===== src/rtl/cnn_pkg.sv =====
// Shared CNN constants and types.
// Used by the FC-layer argmax consumer.
package cnn_pkg;

  localparam int DATA_W    = 16;
  localparam int N_CLASSES = 10;
  localparam int IDX_W     = 4;

  typedef logic signed [DATA_W-1:0] feature_t;

  typedef enum logic [1:0] {
    IDLE,
    SCAN,
    HOLD
  } argmax_state_e;

endpackage


===== src/rtl/fc_argmax.sv =====
// Captures FC-layer scores on finish, scans for the maximum,
// and offers class index/score on a valid/ready handshake.
module fc_argmax
  import cnn_pkg::*;
(
  input  logic                     clk,
  input  logic                     reset,
  input  logic                     finish,
  input  feature_t [N_CLASSES:1]   in_feature,
  output logic                     out_valid,
  input  logic                     out_ready,
  output logic [IDX_W-1:0]         class_idx,
  output feature_t                 class_score,
  output logic                     busy,
  output logic                     overrun
);

  argmax_state_e    state;
  feature_t         fbuf [N_CLASSES:1];
  feature_t         best;
  logic [IDX_W-1:0] best_idx;
  logic [IDX_W-1:0] scan_i;
  feature_t         cand;
  logic             take;
  logic             last;

  always_comb begin
    cand = '0;
    for (int k = 1; k <= N_CLASSES; k++) begin
      if (scan_i == IDX_W'(k)) cand = fbuf[k];
    end
  end

  // Strict compare: on ties the lower index keeps the win.
  assign take = (state == SCAN) && (cand > best);
  assign last = (scan_i == IDX_W'(N_CLASSES));

  always_ff @(posedge clk) begin
    if (reset) begin
      state       <= IDLE;
      out_valid   <= 1'b0;
      class_idx   <= '0;
      class_score <= '0;
      busy        <= 1'b0;
      overrun     <= 1'b0;
      best        <= '0;
      best_idx    <= '0;
      scan_i      <= '0;
      for (int k = 1; k <= N_CLASSES; k++) begin
        fbuf[k] <= '0;
      end
    end else begin
      unique case (state)
        IDLE: begin
          if (finish) begin
            for (int k = 1; k <= N_CLASSES; k++) begin
              fbuf[k] <= in_feature[k];
            end
            best     <= in_feature[1];
            best_idx <= IDX_W'(1);
            scan_i   <= IDX_W'(2);
            busy     <= 1'b1;
            state    <= SCAN;
          end
        end
        SCAN: begin
          if (finish) overrun <= 1'b1;
          if (take) begin
            best     <= cand;
            best_idx <= scan_i;
          end
          scan_i <= scan_i + 1'b1;
          if (last) begin
            state       <= HOLD;
            out_valid   <= 1'b1;
            class_idx   <= take ? scan_i : best_idx;
            class_score <= take ? cand : best;
          end
        end
        HOLD: begin
          if (out_ready) begin
            out_valid <= 1'b0;
            if (finish) begin
              for (int k = 1; k <= N_CLASSES; k++) begin
                fbuf[k] <= in_feature[k];
              end
              best     <= in_feature[1];
              best_idx <= IDX_W'(1);
              scan_i   <= IDX_W'(2);
              state    <= SCAN;
            end else begin
              busy  <= 1'b0;
              state <= IDLE;
            end
          end else if (finish) begin
            overrun <= 1'b1;
          end
        end
        default: state <= IDLE;
      endcase
    end
  end

endmodule


===== config.mk =====
export PLATFORM = sky130hd
export DESIGN_NAME = fc_argmax
export DESIGN_NICKNAME = d
export VERILOG_FILES = /design/src/rtl/cnn_pkg.sv /design/src/rtl/fc_argmax.sv
export SDC_FILE = /design/constraint.sdc
export NUM_CORES = 1
export LEC_CHECK = 0
export CAP_MARGIN = 20
export CORE_ASPECT_RATIO = 0.5
export CORE_MARGIN = 1
export CORE_UTILIZATION = 59
export CTS_BUF_LIST = sky130_fd_sc_hd__clkbuf_2 sky130_fd_sc_hd__clkbuf_4 sky130_fd_sc_hd__clkbuf_8
export DETAILED_ROUTE_END_ITERATION = 8
export GPL_ROUTABILITY_DRIVEN = 0
export PLACE_DENSITY = 0.89
export SYNTH_ARGS = -nofsm -noshare
export SYNTH_HDL_FRONTEND = slang
export SYNTH_SLANG_ARGS = --single-unit

===== constraint.sdc =====
create_clock -name clk -period 6.56 [get_ports clk]
set_input_delay 1.968 -clock clk [delete_from_list [all_inputs] [get_ports clk]]
set_output_delay 1.968 -clock clk [all_outputs]
set_load 0.05 [all_outputs]

# Word level (Yosys, flattened, before mapping)
# Memories as Yosys holds them, arrays and structs flattened.
# Index checks and enable logic that the tools add are counted.
[classes]
add_sub_neg = 1
mul = 0
div = 0
magnitude_cmp = 1
n_eq_ne = 17
shifts = 0
mux = 66
bitwise = 20
reduce_logical = 11
[op_table]
columns = ["op", "count"]
rows = [
  ["$mux 16", 33],
  ["$pmux 16 s3", 1],
  ["$pmux 4 s3", 2],
  ["$mux 4", 5],
  ["$or 1x1->1", 20],
  ["$mux 1", 18],
  ["$eq 4x3->1 const B", 4],
  ["$gt 16x16->1", 1],
  ["$eq 4x4->1 const B", 3],
  ["$ne 2x2->1 const B", 5],
  ["$eq 4x2->1 const B", 2],
  ["$mux 2", 3],
  ["$pmux 1 s2", 3],
  ["$pmux 2 s3", 1],
  ["$reduce_and 2->1", 3],
  ["$reduce_and 3->1", 2],
  ["$add 4x1->4 const B", 1],
  ["$eq 4x1->1 const B", 1],
  ["$reduce_and 4->1", 1],
  ["$reduce_bool 2->1", 2],
  ["$reduce_bool 3->1", 1],
  ["$eq 2x1->1 const B", 1],
  ["$eq 2x2->1 const B", 1],
  ["$logic_not 2->1", 1],
  ["$logic_and 1x1->1", 1],
]
[totals]
reg_bits = 49
latchBits = 0
mem_bits_rw = 160
mem_bits_ro = 0
input_bits = 164
wordCells = 126
mem_count = 1
[memory_table]
columns = ["name", "words", "word_bits", "read_ports", "rd_clocked_by_memory_dff", "write_ports", "line", "rtl"]
rows = [
  ["fbuf", 10, 16, 10, 0, 10, "fc_argmax.sv:19", "feature_t fbuf [N_CLASSES:1];"],
]

# Longest topological paths before layout
[depth]
depth_word = 15
mapped_depth = 19

# Worst setup path after synthesis
# No wires, ideal clock.
[synth_timing]
path_type = "input -> register"
from = "input finish"
to = "register fbuf[0][100] (netlist name)"
arrival_ns = 4.414
t_required_ns = 6.106
path_slack_ns = 1.693
path_stages = 5
path_cell_list = "inv_1 nor2_1 and2_1 buf_2 or2_2"
[synth_lines]
columns = ["item", "line", "rtl"]
rows = [
  ["start: declaration", "fc_argmax.sv:8", "input logic finish,"],
]

# Final worst setup path
[layout_timing]
from = "register scan_i[0]"
to = "register best[3]"
[layout_between]
elab_chain_cells = 15
[layout_lines]
columns = ["item", "line", "rtl"]
rows = [
  ["start: declaration", "fc_argmax.sv:22", "logic [IDX_W-1:0] scan_i;"],
  ["start signal: assignment", "fc_argmax.sv:72", "scan_i <= scan_i + 1'b1;"],
  ["$eq 4x1->1", "fc_argmax.sv:30", "if (scan_i == IDX_W'(k)) cand = fbuf[k];"],
  ["$mux 16 (9 in a row)", "fc_argmax.sv:30", ""],
  ["$mux 16 (*)", "fc_argmax.sv:30", ""],
  ["$gt 16x16->1", "fc_argmax.sv:35", "assign take = (state == SCAN) && (cand > best);"],
  ["$logic_and 1x1->1", "fc_argmax.sv:35", ""],
  ["$mux 16 (*)", "fc_argmax.sv:68", "if (take) begin"],
  ["$pmux 16 s3 (*)", "fc_argmax.sv:53", "unique case (state)"],
  ["end signal: assignment", "fc_argmax.sv:59", "best <= in_feature[1];"],
  ["end signal: assignment", "fc_argmax.sv:69", "best <= cand;"],
  ["end signal: assignment", "fc_argmax.sv:87", "best <= in_feature[1];"],
  ["end: declaration", "fc_argmax.sv:20", "feature_t best;"],
]
# Mark *: on every way between the ends. The rest lies on a longest branch, timed or not.
# A chain may end at the register's enable or synchronous reset.

==> flow_summary.ini <==
[finish]
mostFrequentLayoutCell = clkdlybuf4s50_1
area_growth_pct = 24.0
nNetsFinal = 1319
drive_gt1_frac = 0.0760
nFillCells = 1098
antennaDiodeCount = 0
most-common-layout-cells = clkdlybuf4s50_1 (186), and2_1 (161), edfxtp_1 (160)

[yosys]
synth_top_area_share = 0.460
yosysSeqAreaShare = 0.554
synthCells = 984
syn-cell-area_mm2 = 0.0105
synth_async_sr_flop_share = 0
synth_top_flop_cell = edfxtp_1
synth_top_area_cell = edfxtp_1
ys_types = 58
synth-edff-count = 160
syn_area_per_cell_um2 = 10.6
synth-seq-cells = 209
synth_area_leaders = edfxtp_1 (46%), and2_1 (9.6%), dfxtp_1 (9.4%)
yosys_warnings = 0
synth_nets = 1168

[power_and_ir_drop]
power_leakage_nw = 4.71
fin_total_pwr_mw = 3.13
vdd_drop_max_mv = 0.143
cellPowerDensity_mw_per_mm2 = 242

[timing]
rsz0062_at_grt = no
worst_pin_slew_ns = 0.933
fin_skew_ns = 0.0177
fin_crit_sh = 0.849
timing_hold_violations_final = 0
drv_slew = 0
slew_headroom = 0.376
max_freq_ghz = 0.180
fin_setup_tns_ns = 0
setup_viol = 0
layout_setup_ws_ns = 0.990
period_needed_ns = 5.57

[die]
initial_utilization = 0.620
die_h_um = 96.1
rows = 33
coreArea_mm2 = 0.0168
pin_count = 187
dieArea_mm2 = 0.0183
dieWidth_um = 190

[route]
via_count = 8532
wl_um = 27500
drt_iter0_drc = 1197
viasPerCell = 6.16
drc = 0
wl_per_cell_um = 19.8
final_antenna_net_count = 0
dr.pass1.iters = 6

[worst_setup_path]
worstSetupPathType = register to register
worst_path_max_delay_cell = ha_2
required_ns = 7.01
cp_max_fo = 42
critical-path-max-stage-delay_ns = 0.78
path_depth = 12
startpoint_type = register
cp-end-kind = register
path_cells = ha_2 -> and3b_1 -> a221o_1 -> o21ai_0 -> a221oi_1 -> ha_1 -> nand4b_1 -> nand3_1 -> a221o_2 -> o31ai_4 -> nor2_2 -> a311o_1
reg2reg_depth = 12
worstPathArrival_ns = 6.02
path_buf_inv = 0
path_delay_family = compound AO/OA/AOI/OAI gates

[clocking]
cts_resized = 0
cts_root_buf = clkbuf_8
htree_levels = 1
cts_tree = built
clk_pin_slew_ns = 0.07
cts-buffers-inserted = 29
ctsHoldBuffers = 0
clk_latency_ns = 0.56
clockBufferDepth = 3
cts.sinks = 209
post-cts-setup-buffers = 0

[placed_design]
io_buffers = 186
dp_slack_ns = 1.21
dpl.hpwl_um = 19200

[flow_run]
maxCapViolations = 0

[hold_path]
hold_path.class = register to register
min_path_cells = 2

[status]
outcome = finished, final reports clean

[global_route]
grt.overflow.total = 0
grt_pass1_vias = 7914
grt_start_max_net_pins = 163
grt_first_pass_wirelength_um = 41800
grtUsageTotal = 0.301
antenna_found_initial = 2
==> kinds of logic (layout without fill, tap and decap cells) <==
| kind of cell | Yosys count | after routing | synth area share |
|---|---|---|---|
| flip-flops | 209 | 209 | 0.554 |
| adder cells (fa/ha/maj) | 20 | 20 | 0.0239 |
| AO/OA/AOI/OAI | 272 | 272 | 0.182 |
| buffers and inverters | 127 | 301 | 0.0504 |
| AND/OR/NAND/NOR | 353 | 353 | 0.188 |
| XOR/XNOR | 2 | 2 | 0.00168 |
| multiplexers | 1 | 1 | 0.000958 |
==> state kept, by name, indices dropped and copies added, names as in the netlist <==
name	cells
best	16
best_idx	4
busy	1
class_idx	4
class_score	16
fbuf	160
out_valid	1
overrun	1
scan_i	4
state	2
==> power by group <==
part / leakage [nW] / internal, mW / switching (mW)
Combinational: 2.28 / 0.238 / 0.323
Clock: 0.299 / 0.495 / 0.499
Sequential: 2.13 / 1.53 / 0.0461
==> worst paths after layout <==
path | to | startpoint | slack (ns)
worst max-delay path | best[3] | scan_i[0] | 0.99
worst min-delay path | overrun | overrun | 0.49
worst max register to register | best[3] | scan_i[0] | 0.99
worst min register to register | overrun | overrun | 0.49
==> metrics by stage <==
stage | hold WS, ns | cell area, µm² | cells | utilization
after global routing | 0.521 | 13000 | 1385 | 0.769
final | 0.489 | 13000 | 1385 | 0.769
after detailed placement | 0.480 | 12400 | 1330 | 0.735
after global placement | 0.459 | 12400 | 1330 | 0.735
after CTS | 0.497 | 12900 | 1384 | 0.768
after floorplan | 0.459 | 10500 | 984 | -
==> cell usage after synthesis (17+ instances only) <==
library cell	instances
and2_1	161
edfxtp_1	160
a21oi_1	73
nor2_1	54
dfxtp_1	49
nand2_1	49
clkbuf_1	47
o21ai_0	47
inv_1	45
buf_2	30
nand3_1	24
ha_1	20
nand2b_1	19
a22oi_1	17
a31oi_1	17
==> worst reg2reg max path, stage by stage, from the launching register on <==
cell      delay [ns]
dfxtp_1         0.48
ha_2            0.78
and3b_1         0.60
a221o_1         0.22
o21ai_0         0.24
a221oi_1        0.70
ha_1            0.38
nand4b_1        0.10
nand3_1         0.08
a221o_2         0.43
o31ai_4         0.74
nor2_2          0.33
a311o_1         0.40
==> area by class of cell <==
cell class,instances,area (µm²),area share
multi-input combinational,648,4160,0.321
inverter,45,169,0.0130
tap,227,284,0.0219
clock inverter,18,108,0.00831
timing repair buffer,202,2000,0.154
sequential,209,5790,0.447
clock buffer,36,452,0.0349
==> metal layers <==
layer / vias up / share of wire / track usage
met5: - / 0 / 0
met4: 0 / 0.018 / 0.0713
met3: 58 / 0.13 / 0.0813
met2: 580 / 0.45 / 0.475
met1: 4003 / 0.40 / 0.418
li1: 3891 / - / -
Note: power is estimated with default switching activity, not from simulation.
